**src/rtl/pre_if_stage_pkg.sv**
```systemverilog
// Shared definitions for the pre-IF stage: reset PC, bus widths, bus bit
// offsets and small helpers for fetch-address formation.
package pre_if_stage_pkg;

   localparam logic [31:0] PREIF_RESET_PC = 32'hBFC0_0000;

   localparam int PC_W                 = 32;
   localparam int PRED_COMPUTEPC_BUS_W = 33;
   localparam int PREIF_IF_BUS_W       = 33;
   localparam int PREIF_PRED_BUS_W     = 67;

   // predictor_computepc_bus_i fields
   localparam int PCB_DATA2    = 0;
   localparam int PCB_ADDR_LSB = 1;

   // preif_preditor_bus_o fields
   localparam int PPB_DATA2      = 0;
   localparam int PPB_PC_LSB     = 1;
   localparam int PPB_FIRE       = 33;
   localparam int PPB_TO_VALID   = 34;
   localparam int PPB_TO_PC_LSB  = 35;

   // Where the next fetch-group PC comes from in a given cycle.
   typedef enum logic [1:0] {
      PC_SRC_HOLD     = 2'd0,
      PC_SRC_REDIRECT = 2'd1,
      PC_SRC_PEND     = 2'd2,
      PC_SRC_PRED     = 2'd3
   } pc_src_e;

   // A group fetches two words only when it starts on an 8-byte boundary
   // and the source allows it.
   function automatic logic data2_of(input logic allow, input logic addr_bit2);
      return allow & ~addr_bit2;
   endfunction

   // Two-word groups are requested from the aligned double-word address.
   function automatic logic [31:0] fetch_addr(input logic [31:0] pc, input logic data2);
      return data2 ? {pc[31:3], 3'b000} : pc;
   endfunction

endpackage

```
**src/rtl/preif_redirect_buf.sv**
```systemverilog
// Redirect arbitration and buffering: picks exception over branch and
// parks a redirect that arrives while an I-cache request is mid-handshake,
// so the outstanding address can finish before the PC moves.
module preif_redirect_buf
   import pre_if_stage_pkg::*;
(
   input  logic              clk,
   input  logic              rst_n,
   input  logic              exception_flag_i,
   input  logic [PC_W-1:0]   exception_addr_i,
   input  logic              branch_flag_i,
   input  logic [PC_W-1:0]   branch_addr_i,
   input  logic              req_stall_i,
   input  logic              req_accept_i,
   output logic              redirect_o,
   output logic [PC_W-1:0]   target_o,
   output logic              cxl_o,
   output logic              pend_v_o,
   output logic [PC_W-1:0]   pend_addr_o
);

   logic            cxl_q, cxl_d;
   logic            pend_v_q, pend_v_d;
   logic [PC_W-1:0] pend_addr_q, pend_addr_d;
   logic            capture;

   assign redirect_o = exception_flag_i | branch_flag_i;
   assign target_o   = exception_flag_i ? exception_addr_i : branch_addr_i;
   assign capture    = redirect_o & req_stall_i;

   // Newest redirect overwrites the parked target; the accepted address clears it.
   always_comb begin
      cxl_d       = cxl_q;
      pend_v_d    = pend_v_q;
      pend_addr_d = pend_addr_q;
      if (capture) begin
         cxl_d       = 1'b1;
         pend_v_d    = 1'b1;
         pend_addr_d = target_o;
      end else if (req_accept_i) begin
         cxl_d    = 1'b0;
         pend_v_d = 1'b0;
      end
   end

   // Parked-redirect state register.
   always_ff @(posedge clk or negedge rst_n) begin
      if (!rst_n) begin
         cxl_q       <= 1'b0;
         pend_v_q    <= 1'b0;
         pend_addr_q <= '0;
      end else begin
         cxl_q       <= cxl_d;
         pend_v_q    <= pend_v_d;
         pend_addr_q <= pend_addr_d;
      end
   end

   assign cxl_o       = cxl_q;
   assign pend_v_o    = pend_v_q;
   assign pend_addr_o = pend_addr_q;

endmodule

```
**src/rtl/pre_if_stage.sv**
```systemverilog
// Pre-IF stage: holds the fetch-group PC, selects the next PC
// (exception > branch correction > predictor), issues the I-cache address
// request and hands accepted groups to IF.
module pre_if_stage
   import pre_if_stage_pkg::*;
#(
   parameter logic [31:0] RESET_PC = PREIF_RESET_PC
) (
   input  logic                            clk,
   input  logic                            rst_n,
   input  logic                            exception_flag_i,
   input  logic [PC_W-1:0]                 exception_addr_i,
   input  logic                            branch_flag_i,
   input  logic [PC_W-1:0]                 branch_addr_i,
   input  logic [PRED_COMPUTEPC_BUS_W-1:0] predictor_computepc_bus_i,
   input  logic                            if_allowin_i,
   output logic                            inst_req_o,
   output logic [PC_W-1:0]                 inst_addr_o,
   input  logic                            inst_addr_ok_i,
   output logic                            inst_discard_o,
   output logic                            preif_to_if_valid_o,
   output logic [PREIF_IF_BUS_W-1:0]       preif_if_bus_o,
   output logic [PREIF_PRED_BUS_W-1:0]     preif_preditor_bus_o
);

   // Handshakes: an address transfer to the I-cache happens in a cycle with
   // inst_req_o & inst_addr_ok_i, and inst_req_o/inst_addr_o hold steady until
   // it does. A group transfer to IF (fire) happens in a cycle with
   // preif_to_if_valid_o & if_allowin_i; preif_to_if_valid_o holds until fire
   // unless a redirect cancels the group.

   logic [PC_W-1:0] pc_q, pc_d;
   logic            data2_q, data2_d;
   logic            valid_q, valid_d;
   logic            acc_q, acc_d;

   logic            redirect;
   logic [PC_W-1:0] redirect_target;
   logic            cxl;
   logic            pend_v;
   logic [PC_W-1:0] pend_addr;

   logic            inst_req, accept, stall, ready_go, to_if_valid, fire;
   logic            discard, pc_load;
   logic [PC_W-1:0] pred_next_addr;
   logic            pred_data2;
   pc_src_e         pc_src;

   assign pred_next_addr = predictor_computepc_bus_i[PCB_ADDR_LSB +: PC_W];
   assign pred_data2     = predictor_computepc_bus_i[PCB_DATA2];

   assign inst_req    = valid_q & ~acc_q;
   assign accept      = inst_req & inst_addr_ok_i;
   assign stall       = inst_req & ~inst_addr_ok_i;
   assign ready_go    = acc_q | accept;
   assign to_if_valid = valid_q & ready_go & ~cxl & ~redirect;
   assign fire        = to_if_valid & if_allowin_i;

   preif_redirect_buf u_redirect_buf (
      .clk              (clk),
      .rst_n            (rst_n),
      .exception_flag_i (exception_flag_i),
      .exception_addr_i (exception_addr_i),
      .branch_flag_i    (branch_flag_i),
      .branch_addr_i    (branch_addr_i),
      .req_stall_i      (stall),
      .req_accept_i     (accept),
      .redirect_o       (redirect),
      .target_o         (redirect_target),
      .cxl_o            (cxl),
      .pend_v_o         (pend_v),
      .pend_addr_o      (pend_addr)
   );

   // Choose the PC source and the next group state; a stalled request keeps
   // the PC until the cache takes the address, then the parked target loads.
   always_comb begin
      pc_src  = PC_SRC_HOLD;
      discard = 1'b0;
      pc_d    = pc_q;
      data2_d = data2_q;
      valid_d = valid_q;
      acc_d   = acc_q;

      if (redirect && !stall) begin
         pc_src  = PC_SRC_REDIRECT;
         discard = acc_q | accept;
      end else if (redirect) begin
         pc_src = PC_SRC_HOLD;
      end else if (pend_v && accept) begin
         pc_src  = PC_SRC_PEND;
         discard = 1'b1;
      end else if (fire) begin
         pc_src = PC_SRC_PRED;
      end else if (ready_go && !if_allowin_i) begin
         acc_d = 1'b1;
      end else if (!valid_q) begin
         valid_d = 1'b1;
      end

      case (pc_src)
         PC_SRC_REDIRECT: begin
            pc_d    = redirect_target;
            data2_d = data2_of(1'b1, redirect_target[2]);
            valid_d = 1'b1;
            acc_d   = 1'b0;
         end
         PC_SRC_PEND: begin
            pc_d    = pend_addr;
            data2_d = data2_of(1'b1, pend_addr[2]);
            acc_d   = 1'b0;
         end
         PC_SRC_PRED: begin
            pc_d    = pred_next_addr;
            data2_d = data2_of(pred_data2, pred_next_addr[2]);
            acc_d   = 1'b0;
         end
         default: begin
         end
      endcase

      pc_load = (pc_src != PC_SRC_HOLD);
   end

   // Fetch-group state register.
   always_ff @(posedge clk or negedge rst_n) begin
      if (!rst_n) begin
         pc_q    <= RESET_PC;
         data2_q <= ~RESET_PC[2];
         valid_q <= 1'b0;
         acc_q   <= 1'b0;
      end else begin
         pc_q    <= pc_d;
         data2_q <= data2_d;
         valid_q <= valid_d;
         acc_q   <= acc_d;
      end
   end

   assign inst_req_o          = inst_req;
   assign inst_addr_o         = fetch_addr(pc_q, data2_q);
   assign inst_discard_o      = discard;
   assign preif_to_if_valid_o = to_if_valid;
   assign preif_if_bus_o      = {pc_q, data2_q};
   assign preif_preditor_bus_o = {pc_d, pc_load, fire, pc_q, data2_q};

endmodule
```
**config.mk**
```make
export PLATFORM = sky130hd
export DESIGN_NAME = pre_if_stage
export DESIGN_NICKNAME = d
export VERILOG_FILES = /design/src/rtl/pre_if_stage_pkg.sv /design/src/rtl/preif_redirect_buf.sv /design/src/rtl/pre_if_stage.sv
export SDC_FILE = /design/constraint.sdc
export NUM_CORES = 1
export LEC_CHECK = 0
export BUFFER_PORTS_ARGS = -buffer_cell sky130_fd_sc_hd__buf_4
export CORE_AREA = 10 10 106 108
export DETAILED_ROUTE_END_ITERATION = 10
export DIE_AREA = 0 0 116 118
export HOLD_SLACK_MARGIN = 0.15
export PLACE_DENSITY = 0.78
export SLEW_MARGIN = 5
export SYNTH_ARGS = -nofsm -noshare
export SYNTH_HDL_FRONTEND = slang
export SYNTH_SLANG_ARGS = --single-unit
```
**constraint.sdc**
```tcl
create_clock -name clk -period 2.42 [get_ports clk]
set_clock_uncertainty 0.2 [all_clocks]
set_input_delay 0.484 -clock clk [delete_from_list [all_inputs] [get_ports clk]]
set_output_delay 0.484 -clock clk [all_outputs]
set_load 0.005 [all_outputs]
```
==> out/qor.yml <==
outcome:
  outcome: "finished with violations"
  violations: "setup timing"
sta:
  worstMarginPinSlew_ps: 875.0
  finalSetupViolCount: 32
  grt_setup_unrepaired: "yes"
  maxSlewHeadroom_pct: 41.67
  setup_slack_ps: -208.9
  fmax_mhz: 380.4
  fin_crit_ps: 2629
  fin_crit_sh_pct: 108.6
  hold_violations: 0
  slew_violations: 0
routing:
  vias_per_cell: 5.200
  first_iter_violations: 154
  first_pass_iters: 4
  finalWirelength_mm: 13.42
  detail_route.wl_per_cell_um: 19.70
  drcViolationCount: 0
  vias: 3541
  ant_nets: 0
placed_design:
  numPortBuffers: 237
  dpl_cell_area_um2: 5408
  dp_slack_ps: -126.4
  dpl.hpwl_mm: 10.32
  place_congestion: 0.7996
power:
  p_leak_nw: 2.946
  p_clk_share_pct: 29.0
  p_sw_mw: 1.157
  p_total_mw: 4.118
  swShare_pct: 28.10
  power.internal_mw: 2.961
  powerDensity_nw_per_um2: 690.8
  comb_power_share_pct: 34.5
  ir_drop_mv: 0.3375
  p_seq_share_pct: 36.4
cts:
  clk_pin_slew_ps: 70
  cts_root_buf: "clkbuf_8"
  h-tree-depth: 3
  clk_latency_ps: 330
  cts.path.max_buffers: 2
  cts_tree: "yes"
  numCtsBuffers: 9
  cts.sinks: 68
worst_setup_path:
  path_max_fanout: 19
  timing.rr.start: "u_redirect_buf.cxl_o"
  arrival_ps: 1940
  ff2ff_path_depth: 8
  cp-start-kind: "register"
  worstSetupPathType: "register to primary output"
  reg2reg_to: "pc_q[3]"
  worst_ep_required_time_ps: 1740
  crit_path_end_kind: "primary output"
  r2r_slack_ps: 290
synth:
  synth.avg_cell_area_um2: 10.87
  ys_seq_area_share_pct: 45.05
  synth_area_leaders: "dfrtp_1 (38%), buf_4 (13%), a221o_1 (8.4%)"
  async_flop_share_pct: 100.0
  ys_warn_count: 0
  yosys.cell_count.top_type: "buf_4"
  synth_cell_types: 32
  synth_top_area_cell: "dfrtp_1"
  syn-num-nets: 453
  syn_inst: 350
  yosys-top-cells-count: "buf_4 (67), dfrtp_1 (58), a21oi_1 (36), nor2_1 (33)"
  synth_top_area_share_pct: 38.15
  syn_area_um2: 3805
  synth_seq_cells: 68
  ys.flop_type: "dfrtp_1"
  synth_edf_count: 0
finish:
  drive_gt1_share_pct: 57.89
  diodes: 0
  nets: 668
  synthToLayoutAreaGrowth_pct: 56.66
  fin_area_um2: 5961
  utilization_pct: 65.44
die:
  num_rows: 35
  die_w_um: 116
  io_pins: 238
  dieArea_um2: 13690
  die_h_um: 118
  design.core.area_um2: 9109
  initial_core_util_pct: 41.77
global_routing:
  grtUsageTotal_pct: 18.13
  grt_pass1_wl_mm: 20.01
  first_global_vias: 3826
  grt_overflow: 0
  grt_max_degree: 69
  antenna_found_initial: 0
job:
  cap_viol_max_count: 0
min_path:
  whs_path_depth: 3
  hold_start: "if_allowin_i"
  min_path_type: "input port to register"
  hold_path_end: "valid_q"
[worst max-delay path, cell delays in order, from the launching register on]
cell	delay [ps]
dfrtp_1	390
and2b_4	250
o2111a_2	250
nor3_4	70
buf_12	150
a221o_1	360
buf_6	130
[sequential cells by signal, summed over array words and instances, names as in the netlist]
name                        cells
acc_q                           1
pc_q                           32
valid_q                         1
u_redirect_buf.cxl_o            1
data2_q                         1
u_redirect_buf.pend_addr_o     32
[power by group through the flow]
| stage | Sequential [mW] | Clock (mW) | Combinational (mW) |
|---|---|---|---|
| finish | 1.50 | 1.20 | 1.42 |
| global route | 1.53 | 1.29 | 1.53 |
| CTS | 1.50 | 1.22 | 1.40 |
| detailed placement | 1.52 | 0 | 1.33 |
| global placement | 1.50 | 0 | 1.30 |
| floorplan | 1.49 | 0 | 0.662 |
[metal layers]
metal | routed length, um | GRT usage, % | part of all wire [%]
met1 | 4828 | 17.93 | 36
met2 | 7153 | 34.50 | 53
met3 | 1256 | 5.657 | 9.4
met4 | 180 | 5.164 | 1.3
met5 | 0 | 0 | 0
[stage by stage]
step | cells | hold WS (ps) | setup TNS [ps]
after floorplan | 350 | -11.59 | 0
final | 681 | 195.0 | -5751
after detailed placement | 643 | 310.0 | -3051
after CTS | 676 | 173.3 | -6097
after global placement | 643 | 302.4 | -1765
after global routing | 681 | 181.4 | -8477
[cell type report]
type / instances / area, um2
clock buffer: 11 / 151.4
clock inverter: 5 / 106.4
fill: 704 / 3148
inverter: 4 / 17.52
multi-input combinational: 188 / 1456
sequential: 68 / 1715
tap: 111 / 138.9
timing repair buffer: 294 / 2375
[cells in the final DEF, fill, tap and decap left out, types with 2 or more instances in the layout]
master,instances
dlygate4sd3_1,2
a211oi_1,2
dfstp_2,10
buf_4,268
nor2_1,33
dfrtp_1,57
clkbuf_8,11
nor3_4,2
inv_1,2
a221o_1,32
buf_6,16
a21oi_1,36
mux2i_1,32
or3_1,2
bufinv_16,3
nor2b_1,3
buf_12,6
o2bb2ai_1,31
[cells by family after synthesis]
logic type	synth area share, %
AOI/OAI and AO/OA	22.33
buffers and inverters	17.23
DFF	45.05
muxes	8.418
and+or+nand+nor	6.972
[worst max-delay path by stage]
stage                              start                       end  slack [ps]
floorplan                 inst_addr_ok_i  preif_preditor_bus_o[36]         100
global placement           branch_flag_i  preif_preditor_bus_o[35]         -80
detailed placement         branch_flag_i  preif_preditor_bus_o[35]        -130
CTS                 u_redirect_buf.cxl_o  preif_preditor_bus_o[35]        -260
global route                       acc_q  preif_preditor_bus_o[42]        -290
finish              u_redirect_buf.cxl_o  preif_preditor_bus_o[42]        -210
[repair_timing]
| action | 4_1_cts | 5_1_grt |
|---|---|---|
| hold buffers | 2 | 0 |
| cloned | 1 | 0 |
| hold endpoints to repair | 59 | 0 |
| pin swaps | 13 | 8 |
| gates resized for setup | 15 | 13 |
| endpoints found under the setup margin | 35 | 34 |
| setup buffers | 14 | 5 |
Power figures use the tool's default switching activity.
